File: src/rtl/multicycle_control_fsm.sv
// Multi-cycle RV32I sequencing controller: steps IF/ID/EX/MEM/WB over a shared
// memory and ALU, drives all datapath selects/enables, halts on ecall with x17==10.
module multicycle_control_fsm #(
    parameter int OPCODE_W = 7,
    parameter int STATE_W  = 3
) (
    input  logic                clk,
    input  logic                reset,
    input  logic [OPCODE_W-1:0] opcode,
    input  logic                bcond,
    input  logic                is_x17_ten,
    input  logic                mem_ready,
    output logic                pc_write,
    output logic                ir_write,
    output logic                i_or_d,
    output logic                mem_read,
    output logic                mem_write,
    output logic                mem_to_reg,
    output logic                pc_to_reg,
    output logic                reg_write,
    output logic                alu_src_a,
    output logic [1:0]          alu_src_b,
    output logic [1:0]          alu_op,
    output logic [1:0]          pc_source,
    output logic                inst_retired,
    output logic                illegal_inst,
    output logic                is_halted
);
    typedef enum logic [STATE_W-1:0] {
        S_IF   = STATE_W'(0),
        S_ID   = STATE_W'(1),
        S_EX   = STATE_W'(2),
        S_MEM  = STATE_W'(3),
        S_WB   = STATE_W'(4),
        S_HALT = STATE_W'(5)
    } state_t;

    localparam logic [OPCODE_W-1:0] OP_R      = OPCODE_W'(7'b0110011);
    localparam logic [OPCODE_W-1:0] OP_I      = OPCODE_W'(7'b0010011);
    localparam logic [OPCODE_W-1:0] OP_LOAD   = OPCODE_W'(7'b0000011);
    localparam logic [OPCODE_W-1:0] OP_STORE  = OPCODE_W'(7'b0100011);
    localparam logic [OPCODE_W-1:0] OP_BRANCH = OPCODE_W'(7'b1100011);
    localparam logic [OPCODE_W-1:0] OP_JAL    = OPCODE_W'(7'b1101111);
    localparam logic [OPCODE_W-1:0] OP_JALR   = OPCODE_W'(7'b1100111);
    localparam logic [OPCODE_W-1:0] OP_ECALL  = OPCODE_W'(7'b1110011);

    state_t state_q, state_d;
    logic   illegal_q, illegal_d;
    logic   known_op;

    assign known_op = (opcode == OP_R)      || (opcode == OP_I)     ||
                      (opcode == OP_LOAD)   || (opcode == OP_STORE) ||
                      (opcode == OP_BRANCH) || (opcode == OP_JAL)   ||
                      (opcode == OP_JALR)   || (opcode == OP_ECALL);

    always_ff @(posedge clk or negedge reset) begin
        if (!reset) begin
            state_q   <= S_IF;
            illegal_q <= 1'b0;
        end else begin
            state_q   <= state_d;
            illegal_q <= illegal_d;
        end
    end

    always_comb begin
        state_d      = state_q;
        illegal_d    = illegal_q;
        pc_write     = 1'b0;
        ir_write     = 1'b0;
        i_or_d       = 1'b0;
        mem_read     = 1'b0;
        mem_write    = 1'b0;
        mem_to_reg   = 1'b0;
        pc_to_reg    = 1'b0;
        reg_write    = 1'b0;
        alu_src_a    = 1'b0;
        alu_src_b    = 2'd0;
        alu_op       = 2'd0;
        pc_source    = 2'd0;
        inst_retired = 1'b0;
        is_halted    = 1'b0;
        illegal_inst = illegal_q;

        case (state_q)
            S_IF: begin
                mem_read = 1'b1;
                if (mem_ready) begin
                    ir_write = 1'b1;
                    state_d  = S_ID;
                end
            end
            S_ID: begin
                // PC + imm lands in ALUOut for later branch/JAL use
                alu_src_b = 2'd2;
                if (opcode == OP_ECALL) begin
                    state_d = is_x17_ten ? S_HALT : S_WB;
                end else if (!known_op) begin
                    illegal_d = 1'b1;
                    state_d   = S_HALT;
                end else begin
                    state_d = S_EX;
                end
            end
            S_EX: begin
                state_d = S_WB;
                case (opcode)
                    OP_R: begin
                        alu_src_a = 1'b1;
                        alu_op    = 2'd2;
                    end
                    OP_I: begin
                        alu_src_a = 1'b1;
                        alu_src_b = 2'd2;
                        alu_op    = 2'd2;
                    end
                    OP_LOAD, OP_STORE: begin
                        alu_src_a = 1'b1;
                        alu_src_b = 2'd2;
                        state_d   = S_MEM;
                    end
                    OP_BRANCH: begin
                        alu_src_a    = 1'b1;
                        alu_op       = 2'd1;
                        pc_write     = 1'b1;
                        pc_source    = bcond ? 2'd1 : 2'd0;
                        inst_retired = 1'b1;
                        state_d      = S_IF;
                    end
                    OP_JAL: ;
                    OP_JALR: begin
                        alu_src_a = 1'b1;
                        alu_src_b = 2'd2;
                        pc_write  = 1'b1;
                        pc_source = 2'd2;
                    end
                    default: state_d = S_IF;
                endcase
            end
            S_MEM: begin
                i_or_d = 1'b1;
                case (opcode)
                    OP_LOAD: begin
                        mem_read = 1'b1;
                        if (mem_ready) state_d = S_WB;
                    end
                    OP_STORE: begin
                        mem_write = 1'b1;
                        if (mem_ready) begin
                            pc_write     = 1'b1;
                            inst_retired = 1'b1;
                            state_d      = S_IF;
                        end
                    end
                    default: state_d = S_IF;
                endcase
            end
            S_WB: begin
                inst_retired = 1'b1;
                state_d      = S_IF;
                case (opcode)
                    OP_R, OP_I: begin
                        reg_write = 1'b1;
                        pc_write  = 1'b1;
                    end
                    OP_LOAD: begin
                        reg_write  = 1'b1;
                        mem_to_reg = 1'b1;
                        pc_write   = 1'b1;
                    end
                    OP_JAL: begin
                        reg_write = 1'b1;
                        pc_to_reg = 1'b1;
                        pc_write  = 1'b1;
                        pc_source = 2'd1;
                    end
                    // PC was already redirected in EX
                    OP_JALR: begin
                        reg_write = 1'b1;
                        pc_to_reg = 1'b1;
                    end
                    OP_ECALL: pc_write = 1'b1;
                    default: ;
                endcase
            end
            S_HALT: is_halted = 1'b1;
            default: state_d = S_IF;
        endcase

        // Reset kills every output combinationally, even mid-transaction
        if (!reset) begin
            {pc_write, ir_write, i_or_d, mem_read, mem_write, mem_to_reg, pc_to_reg,
             reg_write, alu_src_a, alu_src_b, alu_op, pc_source, inst_retired,
             illegal_inst, is_halted} = '0;
        end
    end
endmodule

File: config.mk
export PLATFORM = sky130hd
export DESIGN_NAME = multicycle_control_fsm
export DESIGN_NICKNAME = d
export VERILOG_FILES = /design/src/rtl/multicycle_control_fsm.sv
export SDC_FILE = /design/constraint.sdc
export NUM_CORES = 1
export LEC_CHECK = 0
export BUFFER_PORTS_ARGS = -buffer_cell sky130_fd_sc_hd__buf_2
export CAP_MARGIN = 30
export CORE_MARGIN = 4
export CORE_UTILIZATION = 35
export DETAILED_ROUTE_END_ITERATION = 10
export PLACE_DENSITY = 0.7
export SYNTH_ARGS = -nofsm -noshare
export SYNTH_HDL_FRONTEND = slang
export SYNTH_SLANG_ARGS = --single-unit
File: constraint.sdc
create_clock -name clk -period 2.6 [get_ports clk]
set_input_delay 0.78 -clock clk [delete_from_list [all_inputs] [get_ports clk]]
set_output_delay 0.78 -clock clk [all_outputs]
set_load 0.005 [all_outputs]
==> results.toml, run 1 <==
[worst_setup_path]
worstSetupPathType = "input port to primary output"
r2r-start = "state_q[1]$_DFFE_PN0P_"
r2r_slack_ns = 0.97
critical_path.cell_chain = "buf_8, or3_4, or3_4, nor3_2, o21a_1, buf_2"
cp_top_family = "simple AND/OR/NAND/NOR gates"
crit_slowest_cell = "or3_4"
cpMostUsedCell = "or3_4"
critPathCapture = "mem_read"
max_stage_delay_ns = 0.40
cp.required_ns = 1.82
path_depth = 6
r2r-end = "state_q[0]$_DFFE_PN0P_"
end_kind = "primary output"
cp.arrival_ns = 2.00
setup.worst_path.start = "opcode[3]"
r2r_cells = 4
startpoint_type = "input port"
critPathBufInv = 2
worst-path-max-fanout = 4

[logic_synthesis]
ys.flop_type = "dfrtp_1"
synthAdderAreaFrac_pct = 0
synthArstFlopShare_pct = 100
seq_area_frac_synth_pct = 15.4
synth_simple_gate_area_share_pct = 46.8
syn_nets = 107
synth-edff-count = 0
synth_area_leaders = "dfrtp_1 (15%), a21oi_1 (7.7%), and3_1 (5.8%)"
synth_top_area_cell = "dfrtp_1"
synth_top_family_by_area = "simple AND/OR/NAND/NOR gates"
yosys_warnings = 0
synth.area.mux_share_pct = 0
yosysUniqueCellTypes = 37
syn_avg_cell_area_um2 = 6.86
synth_xor_area_share_pct = 0
synth.cell_area_um2 = 652
yosysTopAreaCellShare_pct = 15.4
postSynthCellCount = 95
ys_top_cells_by_count = "a21oi_1 (10), nand2_1 (10), nor2_1 (9)"
synth_compound_area_share_pct = 27.6
ys_ff_latch = 4

[drt]
via_count = 955
antenna_left = 0
routed_wl_mm = 2.50
wl_per_cell_um = 14.5
viasPerCell = 5.52
drt_pass1_iterations = 4
drt_iter0_drc = 40
post-route-drc-count = 0

[sta]
finalHoldViolCount = 0
setup_viol = 9
fin_crit_ns = 2.78
period_share_pct = 107
timing.final.ws_setup_ns = -0.183
finalClockSkew_ns = 0.0118
drv_slew = 0
tns_ns = -1.01
fmax_ghz = 0.359
rsz0062_at_grt = "yes"

[layout]
drive_gt1_share_pct = 48.0
area_growth_pct = 68.5
antennaDiodeCount = 0
fillers = 147
post-route-util_pct = 62.9
nets = 162

[placed_design]
pre_cts_slack_ns = -0.263
place_congestion = 0.893
port_buffers = 28
hpwl_mm = 1.82

[global_routing]
antenna_found_initial = 0
grt_usage_pct = 19.7
busiest_layer = "met2"
use_met2_pct = 35.2
overflow = 0
use_met3_pct = 3.21
grt_pass1_vias = 881
grt_pass1_wl_mm = 3.96
grt_max_degree = 12
grtUsageMet1_pct = 24.0

[worst_hold_path]
hold_class = "input port to async pin"

[power]
power.density_nw_per_um2 = 435
swShare_pct = 44.4
max-vdd-ir-drop_mv = 0.418
combPwrFrac_pct = 60.3
seqPwrFrac_pct = 22.7
internal_power_mw = 0.266
p_total_mw = 0.478
cellLeakagePower_nw = 0.537
p_switching_mw = 0.212
power.share.clock_pct = 17.0

[cts]
tritoncts = "yes"
insertion_delay_ns = 0.24
h-tree-depth = 1
ctsLongestPathBuffers = 2
cts_buffers = 3
holdBufCountCts = 0
root_buffer = "clkbuf_4"
clock-sinks = 4
path_clk_slew_ns = 0.05

[die]
core_area_um2 = 1750
ioPinCount = 30
die-area_um2 = 2620
die_h_um = 51.2
initial_core_util_pct = 37.3
rows = 15
dieWidth_um = 51.2

[run_status]
status = "finished with violations"
failed_checks = "setup timing"

[job]
max_cap_violations = 0
==> placed cells by master (no fill, tap or decap), types with 2 or more instances in the layout <==
master,instances
or3_4,2
a21oi_1,10
dfrtp_1,4
nor3_1,2
nor2_1,8
buf_2,25
nand2_1,10
a22oi_1,2
nor2b_1,4
nand2b_1,2
inv_1,4
clkbuf_4,3
buf_6,4
nor4_4,2
nor3_2,3
or4_1,2
and2_1,3
and3_1,6
o41ai_1,2
buf_4,26
o21ai_0,3
==> worst min path at each step <==
stage / cells after the start / slack, ns / endpoint / startpoint
global placement: 2 / 0.44 / illegal_q$_DFFE_PN0P_ / illegal_q$_DFFE_PN0P_
global route: 1 / 0.37 / state_q[0]$_DFFE_PN0P_ / reset
CTS: 1 / 0.37 / state_q[0]$_DFFE_PN0P_ / reset
floorplan: 2 / 0.42 / illegal_q$_DFFE_PN0P_ / illegal_q$_DFFE_PN0P_
finish: 1 / 0.37 / state_q[0]$_DFFE_PN0P_ / reset
detailed placement: 2 / 0.45 / illegal_q$_DFFE_PN0P_ / illegal_q$_DFFE_PN0P_
==> through the flow <==
stage	hold slack [ns]	instance area, um2	cells
final	0.370	1100	173
after global placement	0.444	947	163
after detailed placement	0.452	947	163
after floorplan	0.423	666	95
after global routing	0.367	1100	173
after CTS	0.370	1050	170
==> cell families after synthesis <==
kind of cell	count (synthesis)
flip-flops	4
AO/OA/AOI/OAI	27
AND/OR/NAND/NOR	53
other	1
buffers and inverters	10
==> registers in the layout, indices dropped and copies added (netlist names) <==
| signal | flops |
|---|---|
| state_q | 3 |
| illegal_q | 1 |
==> metal layers <==
metal | up-vias | routed length [um] | share of wire [%]
li1 | 463 | - | -
met1 | 445 | 1040 | 42
met2 | 42 | 1240 | 50
met3 | 5 | 190 | 7.6
met4 | 0 | 28 | 1.1
met5 | - | 0 | 0
==> final cells by class <==
cell class / instances / area (um2) / area share [%]
Multi-Input combinational cell: 81 / 549 / 50.0
Timing Repair Buffer: 56 / 380 / 34.6
Sequential cell: 4 / 100 / 9.11
Tap cell: 25 / 31.3 / 2.85
Clock buffer: 3 / 22.5 / 2.05
Inverter: 4 / 15.0 / 1.37
==> power by group through the flow <==
stage               combinational, mW  clock (mW)  sequential [mW]
floorplan                       0.163           0           0.0990
finish                          0.288      0.0813            0.108
detailed placement              0.261           0            0.107
CTS                             0.274      0.0831            0.107
global placement                0.254           0            0.105
global route                    0.312      0.0913            0.112
==> timing repair <==
action / 4_1_cts / 5_1_grt
setup buffers: 4 / 4
setup endpoints to repair: 10 / 12
pin swaps: 3 / 4
gates resized for setup: 12 / 6
(Power assumes the default switching activity.)
==> run 2: changes to the inputs <==
Settings changed: SKIP_CTS_REPAIR_TIMING set to 1.
==> run 2 against run 1 <==
Against the previous run: the flow still finishes with violations (setup timing); count of clock-buffer cells in the layout is the same; die area is the same; sequential power is essentially flat; utilization shrank 2.2 points; hold slack gained 0.00055 ns; clock power is essentially flat; worst setup slack gained 0.020 ns; sequential share of layout area grew 0.33 points; critical path depth is the same; register-to-register slack is essentially flat.
==> results.toml, run 2 (synthesis gave the netlist of run 1 again) <==
[run_status]
status = "finished with violations"
failed_checks = "setup timing"

[die]
core_area_um2 = 1750
initial_core_util_pct = 37.3
dieWidth_um = 51.2
rows = 15
die_h_um = 51.2
ioPinCount = 30
die-area_um2 = 2620

[worst_setup_path]
worst-path-max-fanout = 4
worstSetupPathType = "input port to primary output"
end_kind = "primary output"
startpoint_type = "input port"
cp.required_ns = 1.82
cp.arrival_ns = 1.98

[layout]
final_common_cell = "buf_2"
area_growth_pct = 62.6
regMostFlops = "state_q"
layout_common_cells = "buf_2 (27), buf_4 (23), nand2_1 (10), nor2_1 (9), a21oi_1 (9)"
largest_reg_flops = 3
drive_gt1_share_pct = 46.9
final_cell_area_um2 = 1060
antennaDiodeCount = 0
nets = 159
largestRegisters = "state_q (3), illegal_q (1)"

[sta]
fmax_ghz = 0.362
finalClockSkew_ns = 0.00839
rsz0062_at_grt = "yes"
drv_slew = 0
hold_ws_ns = 0.371
period_share_pct = 106
fin_crit_ns = 2.76
finalHoldViolCount = 0
setup_viol = 9
tns_ns = -0.706
timing.final.ws_setup_ns = -0.163

[power]
p_switching_mw = 0.207
swShare_pct = 44.1
combPwrFrac_pct = 59.3
cellLeakagePower_nw = 0.521
power.share.clock_pct = 17.3
power.density_nw_per_um2 = 443
max-vdd-ir-drop_mv = 0.421
seqPwrFrac_pct = 23.4
internal_power_mw = 0.262

[global_routing]
overflow = 0
grt_pass1_wl_mm = 3.82
antenna_found_initial = 0
grt_usage_pct = 18.9
grt_max_degree = 12
grt_pass1_vias = 866

[placed_design]
place_congestion = 0.893
port_buffers = 28
dpl-instance-area_um2 = 947
hpwl_mm = 1.82

[cts]
cts_buffers = 3
clock-sinks = 4
tritoncts = "yes"
path_clk_slew_ns = 0.04
root_buffer = "clkbuf_4"
ctsLongestPathBuffers = 2
insertion_delay_ns = 0.24
h-tree-depth = 1

[drt]
via_count = 938
antenna_left = 0
drt_pass1_iterations = 4
wl_per_cell_um = 14.4
viasPerCell = 5.52
drt_iter0_drc = 33
post-route-drc-count = 0
routed_wl_mm = 2.45

[job]
max_cap_violations = 0

[worst_hold_path]
hold_class = "input port to async pin"
## run 2: cell types whose count changed in the layout (fill, tap and decap cells not counted)
cell and change:
nor2_1 +1, buf_2 +2, nor2_4 -1, buf_6 -2
a21oi_1 -1, buf_4 -3, a21oi_2 +1
## run 2: path summary, 6_finish.rpt
kind | startpoint | end | slack [ns] | cells after the start
worst min-delay path | reset | state_q[0]$_DFFE_PN0P_ | 0.37 | 1
worst max-delay path | opcode[3] | inst_retired | -0.16 | 6
worst min register to register | illegal_q$_DFFE_PN0P_ | illegal_q$_DFFE_PN0P_ | 0.45 | 2
min in group clk | illegal_q$_DFFE_PN0P_ | illegal_q$_DFFE_PN0P_ | 0.45 | 2
worst max register to register | state_q[1]$_DFFE_PN0P_ | state_q[0]$_DFFE_PN0P_ | 0.97 | 4
max in group asynchronous | reset | state_q[2]$_DFFE_PN0P_ | 1.94 | 2
## run 2: layer usage
metal / GRT usage (%) / part of all wire [%] / vias to the layer above
met3: 3.21 / 6.1 / 2
met1: 23.3 / 41 / 441
met5: 0 / 0 / -
li1: - / - / 450
met2: 33.3 / 52 / 45
met4: 5.38 / 0.45 / 0
## run 2: worst max-delay path, cell delays in order
cell	delay (ns)
buf_8	0.10
or4bb_4	0.56
nor4_4	0.18
nor2_1	0.08
a21oi_1	0.16
buf_2	0.13
## run 2: cell type report
| cell class | count | area, um2 |
|---|---|---|
| timing repair buffer | 53 | 345 |
| multi-input combinational | 81 | 546 |
| fill | 151 | 686 |
| sequential | 4 | 100 |
| inverter | 4 | 15.0 |
| clock buffer | 3 | 22.5 |
| tap | 25 | 31.3 |
## run 2: metrics by stage
stage               worst slack [ns]  utilization, %  total power [mW]  std cells
floorplan                     -0.118               -             0.262         95
global placement              -0.226            54.3             0.359        163
detailed placement            -0.263            54.3             0.368        163
CTS                           -0.265            55.6             0.453        166
global route                  -0.209            60.7             0.514        170
finish                        -0.163            60.7             0.470        170
## run 2: power groups by stage
| stage | Clock, mW | Combinational (mW) | Sequential, mW |
|---|---|---|---|
| 6_report | 0.0812 | 0.279 | 0.110 |
| 3_3_place_gp | 0 | 0.254 | 0.105 |
| 3_5_place_dp | 0 | 0.261 | 0.107 |
| 2_1_floorplan | 0 | 0.163 | 0.0990 |
| 4_1_cts | 0.0831 | 0.263 | 0.107 |
| 5_1_grt | 0.0913 | 0.310 | 0.113 |
==> run 3: changes to the inputs <==
Settings changed: BUFFER_PORTS_ARGS -buffer_cell sky130_fd_sc_hd__buf_2 to not set, CELL_PAD_IN_SITES_DETAIL_PLACEMENT set to 0, CELL_PAD_IN_SITES_GLOBAL_PLACEMENT set to 2, CORE_UTILIZATION 35 to 27, DONT_BUFFER_PORTS set to 1, PLACE_DENSITY 0.7 to 0.76.
==> run 3 against run 2 <==
Against the previous run: the run still ends with setup timing left; maximum frequency up 5.5%; global-route usage down 6.2 points; register-to-register slack better by 0.03 ns.
==> results.toml, run 3 (synthesis gave the netlist of run 1 again) <==
[die]
die_h_um = 57.1
die-area_um2 = 3260
initial_core_util_pct = 28.9
core_area_um2 = 2250
rows = 17
dieWidth_um = 57.1
ioPinCount = 30

[cts]
clock-sinks = 4
root_buffer = "clkbuf_4"
cts_buffers = 3
insertion_delay_ns = 0.23
tritoncts = "yes"
ctsLongestPathBuffers = 2
path_clk_slew_ns = 0.04
h-tree-depth = 1

[power]
swShare_pct = 42.4
power.share.clock_pct = 18.7
combPwrFrac_pct = 54.1
cellLeakagePower_nw = 0.298
internal_power_mw = 0.230
seqPwrFrac_pct = 27.2
p_total_mw = 0.399
max-vdd-ir-drop_mv = 0.236
power.density_nw_per_um2 = 526
p_switching_mw = 0.169

[layout]
regMostFlops = "state_q"
largestRegisters = "state_q (3), illegal_q (1)"
post-route-util_pct = 33.6
layout.cells.non_filler = 129
antennaDiodeCount = 0
final_common_cell = "nand2_1"
layout_common_cells = "nand2_1 (10), nor2_1 (9), a21oi_1 (9), buf_4 (9), and3_1 (6)"
largest_reg_flops = 3
fillers = 271
area_growth_pct = 16.3
nets = 115
drive_gt1_share_pct = 20.8

[placed_design]
pre_cts_slack_ns = -0.0423
dp_cells = 126
place_congestion = 0.817
hpwl_mm = 1.61
port_buffers = 0

[drt]
viasPerCell = 5.81
drt_iter0_drc = 33
drt_pass1_iterations = 4
antenna_left = 0
post-route-drc-count = 0
via_count = 749
routed_wl_mm = 2.03
wl_per_cell_um = 15.7

[worst_setup_path]
worstSetupPathType = "input port to primary output"
r2r_slack_ns = 1.00
max_stage_delay_ns = 0.37
r2r-start = "state_q[1]$_DFFE_PN0P_"
path_depth = 4
setup.worst_path.start = "opcode[3]"
cp_top_family = "simple AND/OR/NAND/NOR gates"
r2r_cells = 4
critPathBufInv = 0
startpoint_type = "input port"
r2r-end = "state_q[0]$_DFFE_PN0P_"
cp.required_ns = 1.82
end_kind = "primary output"
critPathCapture = "mem_read"
worst-path-max-fanout = 7
critical_path.cell_chain = "or3_4, or3_4, nor3_4, o21a_1"
cpMostUsedCell = "or3_4"
crit_slowest_cell = "or3_4"
cp.arrival_ns = 1.84

[sta]
timing.final.ws_setup_ns = -0.0189
finalClockSkew_ns = 0.00410
period_share_pct = 101
setup_viol = 1
fmax_ghz = 0.382
finalHoldViolCount = 0
fin_crit_ns = 2.62
rsz0062_at_grt = "yes"
drv_slew = 0

[worst_hold_path]
hold_class = "input port to async pin"

[global_routing]
grt_pass1_wl_mm = 3.31
grt_max_degree = 14
grt_usage_pct = 12.8
antenna_found_initial = 0
grt_pass1_vias = 711
overflow = 0

[run_status]
status = "finished with violations"
failed_checks = "setup timing"

[job]
max_cap_violations = 0
[run 3: cell types whose count changed in the layout (fill, tap and decap cells not counted), sizes merged]
cell,before,now
buf,53,9
[run 3: area by class of cell]
cell class              count  area (um2)  share of cell area (%)
multi-input cells          81         518                    68.3
clock buffers               3        22.5                    2.97
inverters                   4        15.0                    1.98
well taps                  28        35.0                    4.62
flip-flops and latches      4         100                    13.2
repair buffers              9        67.6                    8.91
[run 3: power groups by stage]
stage	combinational (mW)	clock, mW	sequential [mW]
2_1_floorplan	0.163	0	0.0990
5_1_grt	0.240	0.0824	0.112
3_3_place_gp	0.214	0	0.109
6_report	0.216	0.0746	0.108
3_5_place_dp	0.211	0	0.108
4_1_cts	0.213	0.0787	0.107
[run 3: routing by layer]
| metal | global-route usage (%) | up-vias | part of all wire, % |
|---|---|---|---|
| li1 | - | 370 | - |
| met1 | 15.9 | 336 | 41 |
| met2 | 20.2 | 41 | 46 |
| met3 | 4.30 | 2 | 13 |
| met4 | 4.97 | 0 | 0.94 |
| met5 | 0 | - | 0 |
[run 3: how the worst min path moves through the flow]
stage | from | to | slack, ns
after floorplan | illegal_q$_DFFE_PN0P_ | illegal_q$_DFFE_PN0P_ | 0.42
after global placement | illegal_q$_DFFE_PN0P_ | illegal_q$_DFFE_PN0P_ | 0.45
after detailed placement | illegal_q$_DFFE_PN0P_ | illegal_q$_DFFE_PN0P_ | 0.45
after CTS | reset | state_q[0]$_DFFE_PN0P_ | 0.23
after global routing | reset | state_q[0]$_DFFE_PN0P_ | 0.23
final | reset | state_q[0]$_DFFE_PN0P_ | 0.24
[run 3: stage by stage]
stage,setup TNS (ns),cell area [um2],hold WS (ns)
finish,-0.0189,758,0.243
global route,-0.125,758,0.229
CTS,-0.0498,743,0.235
detailed placement,-0.0423,721,0.451
global placement,-0.0414,721,0.445
floorplan,-0.125,666,0.423
